### config.mk
export PLATFORM = sky130hd
export DESIGN_NAME = uart_rx_ctrl
export DESIGN_NICKNAME = d
export VERILOG_FILES = /design/src/rtl/uart_rx_ctrl.sv
export SDC_FILE = /design/constraint.sdc
export NUM_CORES = 1
export LEC_CHECK = 0
export ABC_AREA = 0
export CAP_MARGIN = 10
export CORE_MARGIN = 1.5
export CORE_UTILIZATION = 60
export CTS_CLUSTER_DIAMETER = 80
export CTS_CLUSTER_SIZE = 25
export DETAILED_ROUTE_END_ITERATION = 16
export PLACE_DENSITY_LB_ADDON = 0.3
export RECOVER_POWER = 50
export SYNTH_ARGS = -nofsm -noshare
export SYNTH_HDL_FRONTEND = slang
export SYNTH_SLANG_ARGS = --single-unit
### constraint.sdc
create_clock -name inp_clk -period 6.3 [get_ports inp_clk]
set_input_delay 0.63 -clock inp_clk [delete_from_list [all_inputs] [get_ports inp_clk]]
set_output_delay 0.63 -clock inp_clk [all_outputs]
set_load 0.01 [all_outputs]
### src/rtl/uart_rx_ctrl.sv
// UART receiver: synchronised line, single-clock oversample tick, start-bit validation,
// LSB-first byte assembly and valid/ready hand-off. Optional parity via UART_RX_PARITY_EN.
module uart_rx_ctrl #(
    parameter int DIV_W       = 16,
    parameter int DEFAULT_DIV = 27,
    parameter int OSR         = 16,
    parameter int DATA_BITS   = 8
) (
    input  logic                 inp_clk,
    input  logic                 rst,
    input  logic [DIV_W-1:0]     div_in,
    input  logic                 div_load,
    input  logic                 rx_in,
    output logic [DATA_BITS-1:0] data_out,
    output logic                 data_valid,
    input  logic                 data_ready,
`ifdef UART_RX_PARITY_EN
    input  logic                 parity_odd,
    output logic                 parity_err,
`endif
    output logic                 frame_err,
    output logic                 overrun,
    output logic                 busy
);
    // state  | meaning
    // IDLE   | waiting for a falling edge on the synchronised line
    // START  | timing to the middle of the start bit, rejects glitches
    // DATA   | sampling DATA_BITS data bits at bit centres
    // PARITY | sampling the parity bit (parity build only)
    // STOP   | sampling the stop bit, then hand-off or frame error
    typedef enum logic [2:0] {
        IDLE,
        START,
        DATA,
`ifdef UART_RX_PARITY_EN
        PARITY,
`endif
        STOP
    } state_t;

    localparam int OS_W = $clog2(OSR);
    localparam int BC_W = $clog2(DATA_BITS + 1);
    localparam logic [OS_W-1:0]  OS_HALF = OS_W'(OSR / 2 - 1);
    localparam logic [OS_W-1:0]  OS_LAST = OS_W'(OSR - 1);
    localparam logic [BC_W-1:0]  BC_LAST = BC_W'(DATA_BITS - 1);
    localparam logic [DIV_W-1:0] DIV_MIN = DIV_W'(2);

    state_t               state;
    logic                 rx_m, rx_s, rx_p;
    logic [DIV_W-1:0]     div_reg, pend_div, tick_cnt;
    logic                 pend_valid;
    logic [OS_W-1:0]      os_cnt;
    logic [BC_W-1:0]      bit_cnt;
    logic [DATA_BITS-1:0] shift;
    logic                 tick;
`ifdef UART_RX_PARITY_EN
    logic                 par_bad;
`endif

    function automatic logic [DIV_W-1:0] clamp_div(input logic [DIV_W-1:0] v);
        return (v < DIV_MIN) ? DIV_MIN : v;
    endfunction

    // Counter is parked at 1 in IDLE so the first tick lands div_reg cycles after the edge.
    assign tick = (state != IDLE) && (tick_cnt == div_reg);

    always_ff @(posedge inp_clk or posedge rst) begin
        if (rst) begin
            rx_m       <= 1'b1;
            rx_s       <= 1'b1;
            rx_p       <= 1'b1;
            div_reg    <= DIV_W'(DEFAULT_DIV);
            pend_div   <= '0;
            pend_valid <= 1'b0;
            tick_cnt   <= DIV_W'(1);
            state      <= IDLE;
            os_cnt     <= '0;
            bit_cnt    <= '0;
            shift      <= '0;
            data_out   <= '0;
            data_valid <= 1'b0;
            frame_err  <= 1'b0;
            overrun    <= 1'b0;
            busy       <= 1'b0;
`ifdef UART_RX_PARITY_EN
            par_bad    <= 1'b0;
            parity_err <= 1'b0;
`endif
        end else begin
            rx_m <= rx_in;
            rx_s <= rx_m;
            rx_p <= rx_s;

            // A divisor change never disturbs a frame in flight.
            if (div_load) begin
                if (state == IDLE) begin
                    div_reg    <= clamp_div(div_in);
                    pend_valid <= 1'b0;
                end else begin
                    pend_div   <= clamp_div(div_in);
                    pend_valid <= 1'b1;
                end
            end else if (state == IDLE && pend_valid) begin
                div_reg    <= pend_div;
                pend_valid <= 1'b0;
            end

            if (state == IDLE || tick) tick_cnt <= DIV_W'(1);
            else                       tick_cnt <= tick_cnt + DIV_W'(1);

            frame_err <= 1'b0;
            overrun   <= 1'b0;
`ifdef UART_RX_PARITY_EN
            parity_err <= 1'b0;
`endif
            if (data_ready) data_valid <= 1'b0;

            case (state)
                IDLE: begin
                    if (rx_p && !rx_s) begin
                        state   <= START;
                        busy    <= 1'b1;
                        os_cnt  <= '0;
                        bit_cnt <= '0;
                    end
                end
                START: begin
                    if (tick) begin
                        if (os_cnt == OS_HALF) begin
                            os_cnt <= '0;
                            if (rx_s) begin
                                state <= IDLE;
                                busy  <= 1'b0;
                            end else begin
                                state <= DATA;
                            end
                        end else begin
                            os_cnt <= os_cnt + OS_W'(1);
                        end
                    end
                end
                DATA: begin
                    if (tick) begin
                        if (os_cnt == OS_LAST) begin
                            os_cnt  <= '0;
                            shift   <= {rx_s, shift[DATA_BITS-1:1]};
                            bit_cnt <= bit_cnt + BC_W'(1);
                            if (bit_cnt == BC_LAST) begin
`ifdef UART_RX_PARITY_EN
                                state <= PARITY;
`else
                                state <= STOP;
`endif
                            end
                        end else begin
                            os_cnt <= os_cnt + OS_W'(1);
                        end
                    end
                end
`ifdef UART_RX_PARITY_EN
                PARITY: begin
                    if (tick) begin
                        if (os_cnt == OS_LAST) begin
                            os_cnt  <= '0;
                            par_bad <= ((^shift) ^ rx_s) != parity_odd;
                            state   <= STOP;
                        end else begin
                            os_cnt <= os_cnt + OS_W'(1);
                        end
                    end
                end
`endif
                STOP: begin
                    if (tick) begin
                        if (os_cnt == OS_LAST) begin
                            os_cnt <= '0;
                            state  <= IDLE;
                            busy   <= 1'b0;
                            if (!rx_s) begin
                                frame_err <= 1'b1;
`ifdef UART_RX_PARITY_EN
                            end else if (par_bad) begin
                                parity_err <= 1'b1;
`endif
                            end else if (!data_valid || data_ready) begin
                                data_out   <= shift;
                                data_valid <= 1'b1;
                            end else begin
                                overrun <= 1'b1;
                            end
                        end else begin
                            os_cnt <= os_cnt + OS_W'(1);
                        end
                    end
                end
                default: begin
                    state <= IDLE;
                    busy  <= 1'b0;
                end
            endcase
        end
    end
endmodule

======== Word level (Yosys, flattened, before mapping) ========
Cells that the tools add are included.
word-level totals
  register bits after elaboration ......... 83
  word-level logic and storage cells ...... 110
  input bits .............................. 21
  output and inout port bits .............. 12
cells by class
  add/subtract/negate cells ............... 3
  reduce and logical (&&, ||, !) cells .... 21
  $lt $le $gt $ge ......................... 1
  equality and inequality tests ........... 18
  bitwise logic cells ..................... 2
  multiplexer cells ....................... 49
operators with widths
  kind                     number
  $mux W16                 5
  $mux W4                  7
  $mux W1                  24
  $mux W3                  8
  $add A16 B1 Y16 const B  1
  $eq A16 B16 Y1           1
  $lt A16 B2 Y1 const B    1
  $ne A2 B2 Y1 const B     8
  $pmux W3 S4              1
  $pmux W4 S3              1
  $add A4 B1 Y4 const B    2
  $eq A4 B3 Y1 const B     2
  $pmux W4 S2              1
  $reduce_and A4 Y1        2
  $reduce_and A8 Y1        1
  $reduce_and A7 Y1        1
  $eq A3 B2 Y1 const B     2
  $ne A2 B1 Y1 const B     3
  $reduce_bool A3 Y1       2
  $reduce_and A5 Y1        1
  $eq A4 B4 Y1 const B     1
  $pmux W1 S4              1
  $reduce_and A2 Y1        2
  $reduce_bool A2 Y1       2
  9 further kinds          14

======== Depth between registers and ports, before layout ========
Gate-level depths: netlist (run 1).
  depth after elaboration ................. 7
  mapped depth ............................ 7
  gate-level depth less buffers ........... 6

======== Worst setup path before layout (run 1) ========
OpenSTA, ideal clock, no wires.
  path type ............................... reg-to-reg
  start ................................... reg tick_cnt[0]
  end ..................................... reg data_out[0]
  setup time .............................. 125 ps
  period minus slack after synthesis ...... 2072 ps
  path buffers ............................ 0
  data required time ...................... 6175 ps
  path slack .............................. 4228 ps
  stages on the path, launching flop included .. 6
  arrival ................................. 1948 ps
  cell sequence ........................... dfstp_2 > xor2_1 > nor4_1 > nand4_2 > nor3b_4 > mux2_2
on the way
  longest elaborated chain between the ends .. 3
RTL lines
  what                                line  RTL
  start: declaration                  50    logic [DIV_W-1:0] div_reg, pend_div, tick_cnt;
  start signal: assignment            109   else tick_cnt <= tick_cnt + DIV_W'(1);
  $eq A16 B16 Y1                      65    assign tick = (state != IDLE) && (tick_cnt == div_reg);
  $logic_and A1 B1 Y1                 65
  $reduce_and A5 Y1 (no source line)  -
  end signal: assignment              186   data_out <= shift;
  end: declaration                    14    output logic [DATA_BITS-1:0] data_out,
No other way between the ends.
A chain may end at the register's enable or synchronous reset.

======== Worst setup path in the final report (run 1) ========
  start ................................... in div_load
  end ..................................... reg div_reg[1]
on the way
  longest elaborated chain between the ends .. 2
  elaborated cells on any way between the ends .. 4
  classes of those cells .................. eq/ne: 1; mux: 1; reduce/logical: 2
RTL lines
  what                                                                 line  RTL
  start: declaration                                                   12    input logic div_load,
  $ne A2 B1 Y1 (no source line) or $reduce_bool A2 Y1 (tied branches)  -
  $reduce_and A2 Y1 (no source line)                                   -
  end signal: assignment                                               72    div_reg <= DIV_W'(DEFAULT_DIV);
  end signal: assignment                                               97    div_reg <= clamp_div(div_in);
  end signal: assignment                                               104   div_reg <= pend_div;
  end: declaration                                                     50
Parallel ways exist; a longest one is shown, timed or not.

==> metrics, run 1 <==
drt first pass iters 4; Post-Synth Simple-Gate Area 16.0%; combinational family with the most area after synthesis simple AND/OR/NAND/NOR gates; top post-synthesis cells by count 74 x dfrtp_1, 41 x nor2_1, 31 x mux2_2, 26 x xor2_1, 22 x a21oi_1; Syn Std Cell Area 3760 um^2; share of layout cells above drive strength 1 17.0%; endpoints failing setup 0; HPWL Detailed 4760 um; net count after synthesis 359; Synth Area in Adders less than 1%; final period utilization a little under half; number of vias per cell 5.80; cell count after synthesis ~340; CTS tree yes; area leader, netlist dfrtp_1; YS warnings 0; Final Hold Fails 0; top post-synthesis cells by area dfrtp_1 49%, mux2_2 9.3%, xor2_1 6.1%; critical path arrival ~3.2 ns; Crit Path Class in -> reg; die height 82.2 um; status complete, no violations; Fill cells about 410; Clock Latency Late Sink 0.36 ns; Critical Path Fanout Max 31; core outline area ~6000 um^2; setup TNS 0 ns; Clock Skews 0.00904 ns; Worst setup SP type input port; Synth Area in Compound Gates 6.32%; routed length per placed instance around 16 um; IO Count 33; Worst setup EP type register; Pwr per Cell Area 291 nW/um^2; Fmax achieved 344 MHz; worst relative slew slack 31.5%; Synth Register Bits 82; fin util 72.8%; drt drc 0; starting DRC count in detailed routing between 200 and 250; row cnt 28; Netlist cell types 38; post-synthesis async set-or-reset flop share 100%; Slew @ Worst Pin 1.03 ns; htree depth 3; worst vdd ir ~0.18 mV; Bufs on Longest Clock Path 2; diode count 0; Avg Inst Size Synth 11.2 um^2; chip width 82.2 um; top_reg_cell synth dfrtp_1; post-layout min period between 2 and 3 ns; Max Slew Vio Count 0; sequential area share after synthesis 54.8%; XOR/XNOR Fraction of Synth Area 6.98%; Initial Util 62.8%; max-cap violations 0; Hold WC Path Type reg -> reg; global route total overflow 0; gpl congestion 0.780; initial antenna violation count 0; RSZ-0062 raised after global routing no; GR Util All Layers 23.7%; mux cell area share after synthesis 13.3%; Leakage 1.93 nW; I/O Buffers 32; Reg area 2060 um^2; CTS Sinks 82; Vias 2,579; Detail Route Antenna Nets 0; total CTS buffers 9; Required @ worst endpoint 6.58 ns; nets@finish 389; area grow syn2layout 15.9%; multi-input logic area 1640 um^2; Post-synth EDFFs 0; post-synth top area share 49.2%; Reg clk slew, reported paths 0.09 ns; first-pass GRT wire length 11,800 um; root buffer cell clkbuf_8; vias in the first global route 2,416; cell with the most instances after synthesis dfrtp_1; # resized after CTS 0; largest net degree at the start of global routing slightly above 80; number of setup buffers added after CTS 0; Total Wirelength around 7000 um; Die Area just under 7000 um^2; cts-stage hold buffer count 0
==> cells by family after synthesis <==
group           after synthesis
buf+inv                      16
xor+xnor                     30
fa+ha+maj                     3
compound gates               41
flops                        82
simple gates                117
mux                          46
==> critical path, cell delays in order <==
cell and delay [ns]:
clkdlybuf4s50_1 1.14, nor2_1 0.17, nor2_2 0.83, mux2_2 0.42
==> where the power goes <==
part / switching [W] / internal [W] / total [W]
Clock: 0.000202 / 0.000230 / 0.000431
Combinational: 0.0000835 / 0.0000885 / 0.000172
Sequential: 0.0000646 / 0.000600 / 0.000665
==> worst paths after layout <==
path,end,slack (ns),startpoint,cells after the start
worst max-delay path,div_reg[1],3.39,div_load,4
worst min-delay path,rx_s,0.37,rx_m,0
worst max register to register,data_out[1],3.59,tick_cnt[7],5
worst min register to register,rx_s,0.37,rx_m,0
max in group asynchronous,bit_cnt[0],4.61,rst,3
min in group asynchronous,data_out[1],1.06,rst,3
==> area by class of cell <==
| type | instances | area share [%] |
|---|---|---|
| Inverter | 2 | 0.201 |
| Timing Repair Buffer | 33 | 7.52 |
| Clock buffer | 10 | 2.93 |
| Multi-Input combinational cell | 237 | 37.7 |
| Tap cell | 75 | 2.15 |
| Clock inverter | 6 | 2.24 |
| Sequential cell | 82 | 47.3 |
==> cell usage in the layout, fill, tap and decap left out, types with 4 or more instances in the layout <==
cell type / netlist / layout
nand4_1: 9 / 9
a21oi_1: 22 / 22
mux2_2: 31 / 31
clkbuf_8: 0 / 9
dfrtp_1: 74 / 74
xnor2_1: 4 / 4
nor2_1: 41 / 40
nand2_1: 19 / 19
o21ai_0: 8 / 8
nor3_1: 4 / 4
clkdlybuf4s50_1: 0 / 27
xor2_1: 26 / 26
nand3_1: 8 / 8
nor4_1: 7 / 7
mux2i_1: 15 / 15
nor2b_1: 5 / 5
and3_1: 4 / 4
dfstp_2: 8 / 7
dlygate4sd3_1: 0 / 5
==> per-stage QoR <==
stage	hold WS, ns	power [W]	std cells	area (um^2)	setup slack, ns
floorplan	0.345	0.000787	335	3760	3.57
global placement	0.349	0.000835	429	4140	3.15
detailed placement	0.349	0.000846	429	4140	3.06
CTS	0.364	0.00128	445	4360	3.42
global route	0.373	0.00132	445	4360	3.25
finish	0.368	0.00127	445	4360	3.39
==> layer usage <==
metal  part of all wire [%]  global-route usage, %  vias up
met5                      0                      0        -
li1                       -                      -     1241
met3                    2.2                   3.63       11
met1                     48                   35.0     1287
met4                    1.8                   9.66        0
met2                     48                   34.9       40
(Power assumes the default switching activity.)
==> inputs of run 2 (changes only) <==
--- a/config.mk
+++ b/config.mk
@@ -8,7 +8,7 @@
 export ABC_AREA = 0
 export CAP_MARGIN = 10
 export CORE_MARGIN = 1.5
-export CORE_UTILIZATION = 60
+export CORE_UTILIZATION = 57
 export CTS_CLUSTER_DIAMETER = 80
 export CTS_CLUSTER_SIZE = 25
 export DETAILED_ROUTE_END_ITERATION = 16
==> constraint.sdc (replaced) <==
create_clock -name inp_clk -period 2.9 [get_ports inp_clk]
set_input_delay 0.29 -clock inp_clk [delete_from_list [all_inputs] [get_ports inp_clk]]
set_output_delay 0.29 -clock inp_clk [all_outputs]
set_load 0.01 [all_outputs]
==> metrics, run 2 (synthesis gave the netlist of run 1 again) <==
drt drc 0 (unchanged); Pwr per Cell Area 628 nW/um^2 (+120%); Fmax achieved ~450 MHz; GR Util All Layers 22.0% (-1.7 points); die height 84.3 um (+2.5%); reg-to-reg setup timing slack 0.65 ns (-2.94 ns); Final Hold Fails 0 (unchanged); Min Hold Slack 0.372 ns (+0.00410 ns); final period utilization 77.5%; Worst setup SP type register; Hold WC Path Type reg -> reg; endpoints failing setup 0 (unchanged); vias in the first global route 2,519 (+4.3%); Leakage 1.95 nW (+0.71%); Hold Path Cell Cnt 0 (unchanged); WL met2 3300 um (-3.3%); Worst setup EP type register; fin area 4390 um^2 (+0.60%); share of layout cells above drive strength 1 17.7% (+0.67 points); starting DRC count in detailed routing 153 (-29%); Reg clk slew, reported paths 0.08 ns (about the same); hold path start rx_m; area grow syn2layout 16.6%; gpl congestion 0.821 (+5.2%); Initial Util 59.3% (-3.6 points); Fill cells 471 (+15%); Crit. Startpoint tick_cnt[7]; HPWL Detailed 4970 um (+4.5%); CTS tree yes; CP Cell Sequence xor2_1 > nor4_1 > nand4_2 > nor3b_4 > mux2_2; Slew @ Worst Pin 1.32 ns (+0.297 ns); DRT met1 WL 3530 um (+3.1%); slack of the critical path 0.653 ns (-2.74 ns); most frequent cells in the layout 74 x dfrtp_1, 40 x nor2_1, 31 x mux2_2; WL met3 187 um (+17%); placed instance area 4180 um^2 (+1.1%); Detail Route Antenna Nets 0 (unchanged); initial antenna violation count 0 (unchanged); Crit Path Class reg -> reg; pre-CTS WS 0.672 ns (-2.39 ns); Critical Path Fanout Max 8 (-74%); FF-to-FF path depth 5 (unchanged); global route total overflow 0 (unchanged); Clock Skews 0.00779 ns (-0.00125 ns); largest net degree at the start of global routing 41 (-51%); core outline area 6350 um^2 (+6.0%); Placed Cells 435 (+1.4%); nets@finish 393 (+1.0%); routed length per placed instance 15.9 um (-0.33%); # resized after CTS 0 (unchanged); setup TNS 0 ns (unchanged); Required @ worst endpoint 3.14 ns (-3.44 ns); CTS Sinks 82 (unchanged); final non-filler cell total 450 (+1.1%); worst reg2reg path endpoint data_out[6]; max incr delay on CP 0.49 ns (-0.65 ns); hold endpoint rx_s; I/O Buffers 32 (unchanged); Vias 2,583 (+0.16%); Total Wirelength 7180 um (+0.79%); total CTS buffers 9 (unchanged); Clock Latency Late Sink 0.35 ns (about the same); post-layout min period 2.25 ns; status complete, no violations; worst vdd ir 0.450 mV (+150%); Critical-path top delay cell nor3b_4; Die Area 7100 um^2 (+5.1%); Reg2Reg Launch Point tick_cnt[7]; critical path arrival 2.48 ns (-0.71 ns); most common cell after layout, fill and taps aside dfrtp_1; IO Count 33 (unchanged); first-pass GRT wire length 12,200 um (+3.9%); root buffer cell clkbuf_8; number of vias per cell 5.74 (-0.96%); RSZ-0062 raised after global routing no; diode count 0 (unchanged); chip width 84.3 um (+2.5%); Bufs on Longest Clock Path 2 (unchanged); number of setup buffers added after CTS 0 (unchanged); highest metal used met4; drt first pass iters 4 (unchanged); max-cap violations 0 (unchanged); htree depth 3 (unchanged); worst relative slew slack 11.8% (-20 points); row cnt 29 (+3.6%); cts-stage hold buffer count 0 (unchanged); Max Slew Vio Count 0 (unchanged)
[run 2: metal layers]
layer	vias up	track usage (%)
li1	1245	-
met1	1273	32.2
met2	53	32.4
met3	12	4.42
met4	0	8.64
met5	-	0
[run 2: where the power goes]
part / switching [W] / total [W] / internal (W)
logic: 0.000183 / 0.000375 / 0.000192
clock network: 0.000403 / 0.000932 / 0.000529
registers: 0.000143 / 0.00145 / 0.00130
total: 0.000729 / 0.00276 / 0.00203
[run 2: layout make-up]
class,count,area [um^2],area share (%)
Tap cell,77,96.3,2.20
Multi-Input combinational cell,237,1640,37.5
Clock buffer,11,151,3.45
Inverter,2,8.76,0.200
Timing Repair Buffer,37,352,8.01
Clock inverter,4,73.8,1.68
Sequential cell,82,2060,47.0
[run 2: critical path: cells and delay by family, from the launching register on]
family	cells	cell delay, ns
simple gates	3	1.10
xor+xnor	1	0.19
mux	1	0.39
flops	1	0.44
[run 2: metrics by stage]
stage | power [W] | utilization [%]
global placement | 0.00183 | 65.8
global route | 0.00288 | 69.1
CTS | 0.00278 | 69.4
detailed placement | 0.00185 | 65.8
floorplan | 0.00171 | -
finish | 0.00276 | 69.1
[run 2: worst max-delay path by stage]
stage | endpoint | cells after the start
finish | data_out[6] | 5
global route | tick_cnt[12] | 3
CTS | data_out[2] | 5
detailed placement | data_out[2] | 5
global placement | data_out[4] | 5
floorplan | bit_cnt[0] | 1
==> inputs of run 3 (changes only) <==
--- a/config.mk
+++ b/config.mk
@@ -8,7 +8,7 @@
 export ABC_AREA = 0
 export CAP_MARGIN = 10
 export CORE_MARGIN = 1.5
-export CORE_UTILIZATION = 57
+export CORE_UTILIZATION = 52
 export CTS_CLUSTER_DIAMETER = 80
 export CTS_CLUSTER_SIZE = 25
 export DETAILED_ROUTE_END_ITERATION = 16
==> constraint.sdc (replaced) <==
create_clock -name inp_clk -period 1.9 [get_ports inp_clk]
set_input_delay 0.19 -clock inp_clk [delete_from_list [all_inputs] [get_ports inp_clk]]
set_output_delay 0.19 -clock inp_clk [all_outputs]
set_load 0.01 [all_outputs]
==> metrics, run 3 (synthesis gave the netlist of run 1 again) <==
Initial Util 54.5% (-4.8 points); worst relative slew slack 26.2% (+14 points); Placed Cells 487 (+12%); post-layout min period 2.10 ns (-0.147 ns); Final Hold Fails 0 (unchanged); Detail Route Antenna Nets 0 (unchanged); Reg clk slew, reported paths 0.09 ns (about the same); Required @ worst endpoint 2.18 ns (-0.96 ns); Clock Latency Late Sink 0.36 ns (about the same); share of layout cells above drive strength 1 29.0% (+11 points); most frequent cells in the layout 74 x dfrtp_1, 39 x nor2_1, 39 x buf_4; worst vdd ir 0.741 mV (+65%); fin util 70.3% (+1.3 points); Critical Path Fanout Max 6 (-2); status finished, violations left; final period utilization 111% (+33 points); I/O Buffers 32 (unchanged); max-cap violations 0 (unchanged); area grow syn2layout 29.1%; failing checks setup timing; Die Area 7760 um^2 (+9.3%); Max Slew Vio Count 0 (unchanged); starting DRC count in detailed routing 145 (-5.2%); most common cell after layout, fill and taps aside dfrtp_1; Bufs on Longest Clock Path 2 (unchanged); chip width 88.1 um (+4.5%); core outline area 6910 um^2 (+8.8%); HPWL Detailed 5380 um (+8.2%); initial antenna violation count 0 (unchanged); first-pass GRT wire length 13,200 um (+7.7%); Crit Path Class reg -> reg; largest net degree at the start of global routing 83 (+100%); reg-to-reg setup timing slack -0.20 ns (-0.85 ns); setup TNS -2.37 ns (-2.37 ns); total CTS buffers 9 (unchanged); Leakage 2.15 nW (+11%); row cnt 30 (+3.4%); Worst setup SP type register; Clock Skews 0.00932 ns (+0.00153 ns); number of vias per cell 5.41 (-5.8%); Min Hold Slack 0.363 ns (-0.00864 ns); final non-filler cell total 510 (+13%); endpoints failing setup 23 (+23); Hold WC Path Type reg -> reg; nets@finish 433 (+10%); diode count 0 (unchanged); FF-to-FF path depth 7 (+2); Vias 2,758 (+6.8%); total power 0.00416 W (+51%); Fmax achieved 476 MHz (+7.0%); CTS tree yes; die height 88.1 um (+4.5%); GR Util All Layers 22.4% (+0.43 points); routed length per placed instance 15.3 um (-4.1%); IO Count 33 (unchanged); global route total overflow 0 (unchanged); gpl congestion 0.867 (+5.6%); slack of the critical path -0.200 ns (-0.853 ns); vias in the first global route 2,807 (+11%); drt drc 0 (unchanged); RSZ-0062 raised after global routing yes; Total Wirelength 7800 um (+8.6%); drt first pass iters 4 (unchanged); Pwr per Cell Area 855 nW/um^2 (+36%); Slew @ Worst Pin 1.11 ns (-0.215 ns); htree depth 3 (unchanged); root buffer cell clkbuf_8; CTS Sinks 82 (unchanged); critical path arrival 2.38 ns (-0.10 ns); Worst setup EP type register; Hold Path Cell Cnt 0 (unchanged)
-- run 3: cell count changes in the layout (fill, tap and decap cells not counted), moves of 4 or more --
cell | before | now
nor4_1 | 7 | 3
buf_4 | 3 | 39
mux2_4 | 0 | 8
mux2_2 | 31 | 23
-- run 3: worst max-delay path, stage by stage (launching register included) --
cell	delay [ns]
dfstp_2	0.56
xor2_1	0.08
nor4_2	0.26
buf_4	0.16
nand4_4	0.08
buf_6	0.15
or4_1	0.52
o211ai_1	0.20
-- run 3: repair_timing --
item | 4_1_cts | 5_1_grt
cloned | 0 | 1
pin swaps | 11 | 4
hold buffers | 0 | 0
endpoints found under the setup margin | 21 | 41
resized for setup | 7 | 16
buffers inserted | 2 | 4
-- run 3: final timing paths --
check / startpoint / endpoint
setup / recovery: div_reg[3] / os_cnt[3]
hold / removal: rx_m / rx_s
setup reg to reg: div_reg[3] / os_cnt[3]
hold reg to reg: rx_m / rx_s
max in group asynchronous: rst / tick_cnt[5]
min in group asynchronous: rst / os_cnt[3]
-- run 3: final cells by class --
type	instances	area, um^2
Tap cell	96	120
Fill cell	518	2050
Multi-Input combinational cell	237	1770
Timing Repair Buffer	77	717
Inverter	2	11.3
Clock buffer	10	128
Sequential cell	82	2060
Clock inverter	6	50.0
-- run 3: per-stage QoR --
| stage | area [um^2] | worst slack, ns |
|---|---|---|
| after CTS | 4740 | -0.177 |
| after global routing | 4860 | -0.304 |
| after floorplan | 3790 | -0.0863 |
| after global placement | 4520 | -0.145 |
| after detailed placement | 4520 | -0.187 |
| final | 4860 | -0.200 |
-- run 3: routing by layer --
| layer | vias to the layer above | GRT usage, % | part of all wire (%) |
|---|---|---|---|
| li1 | 1327 | - | - |
| met1 | 1358 | 28.0 | 43 |
| met2 | 61 | 38.1 | 52 |
| met3 | 12 | 6.41 | 3.5 |
| met4 | 0 | 6.25 | 1.3 |
| met5 | - | 0 | 0 |
-- run 3: power breakdown --
part           switching, W  internal (W)  total, W
registers          0.000161       0.00199   0.00215
clock network      0.000660      0.000488   0.00115
logic              0.000424      0.000431  0.000855
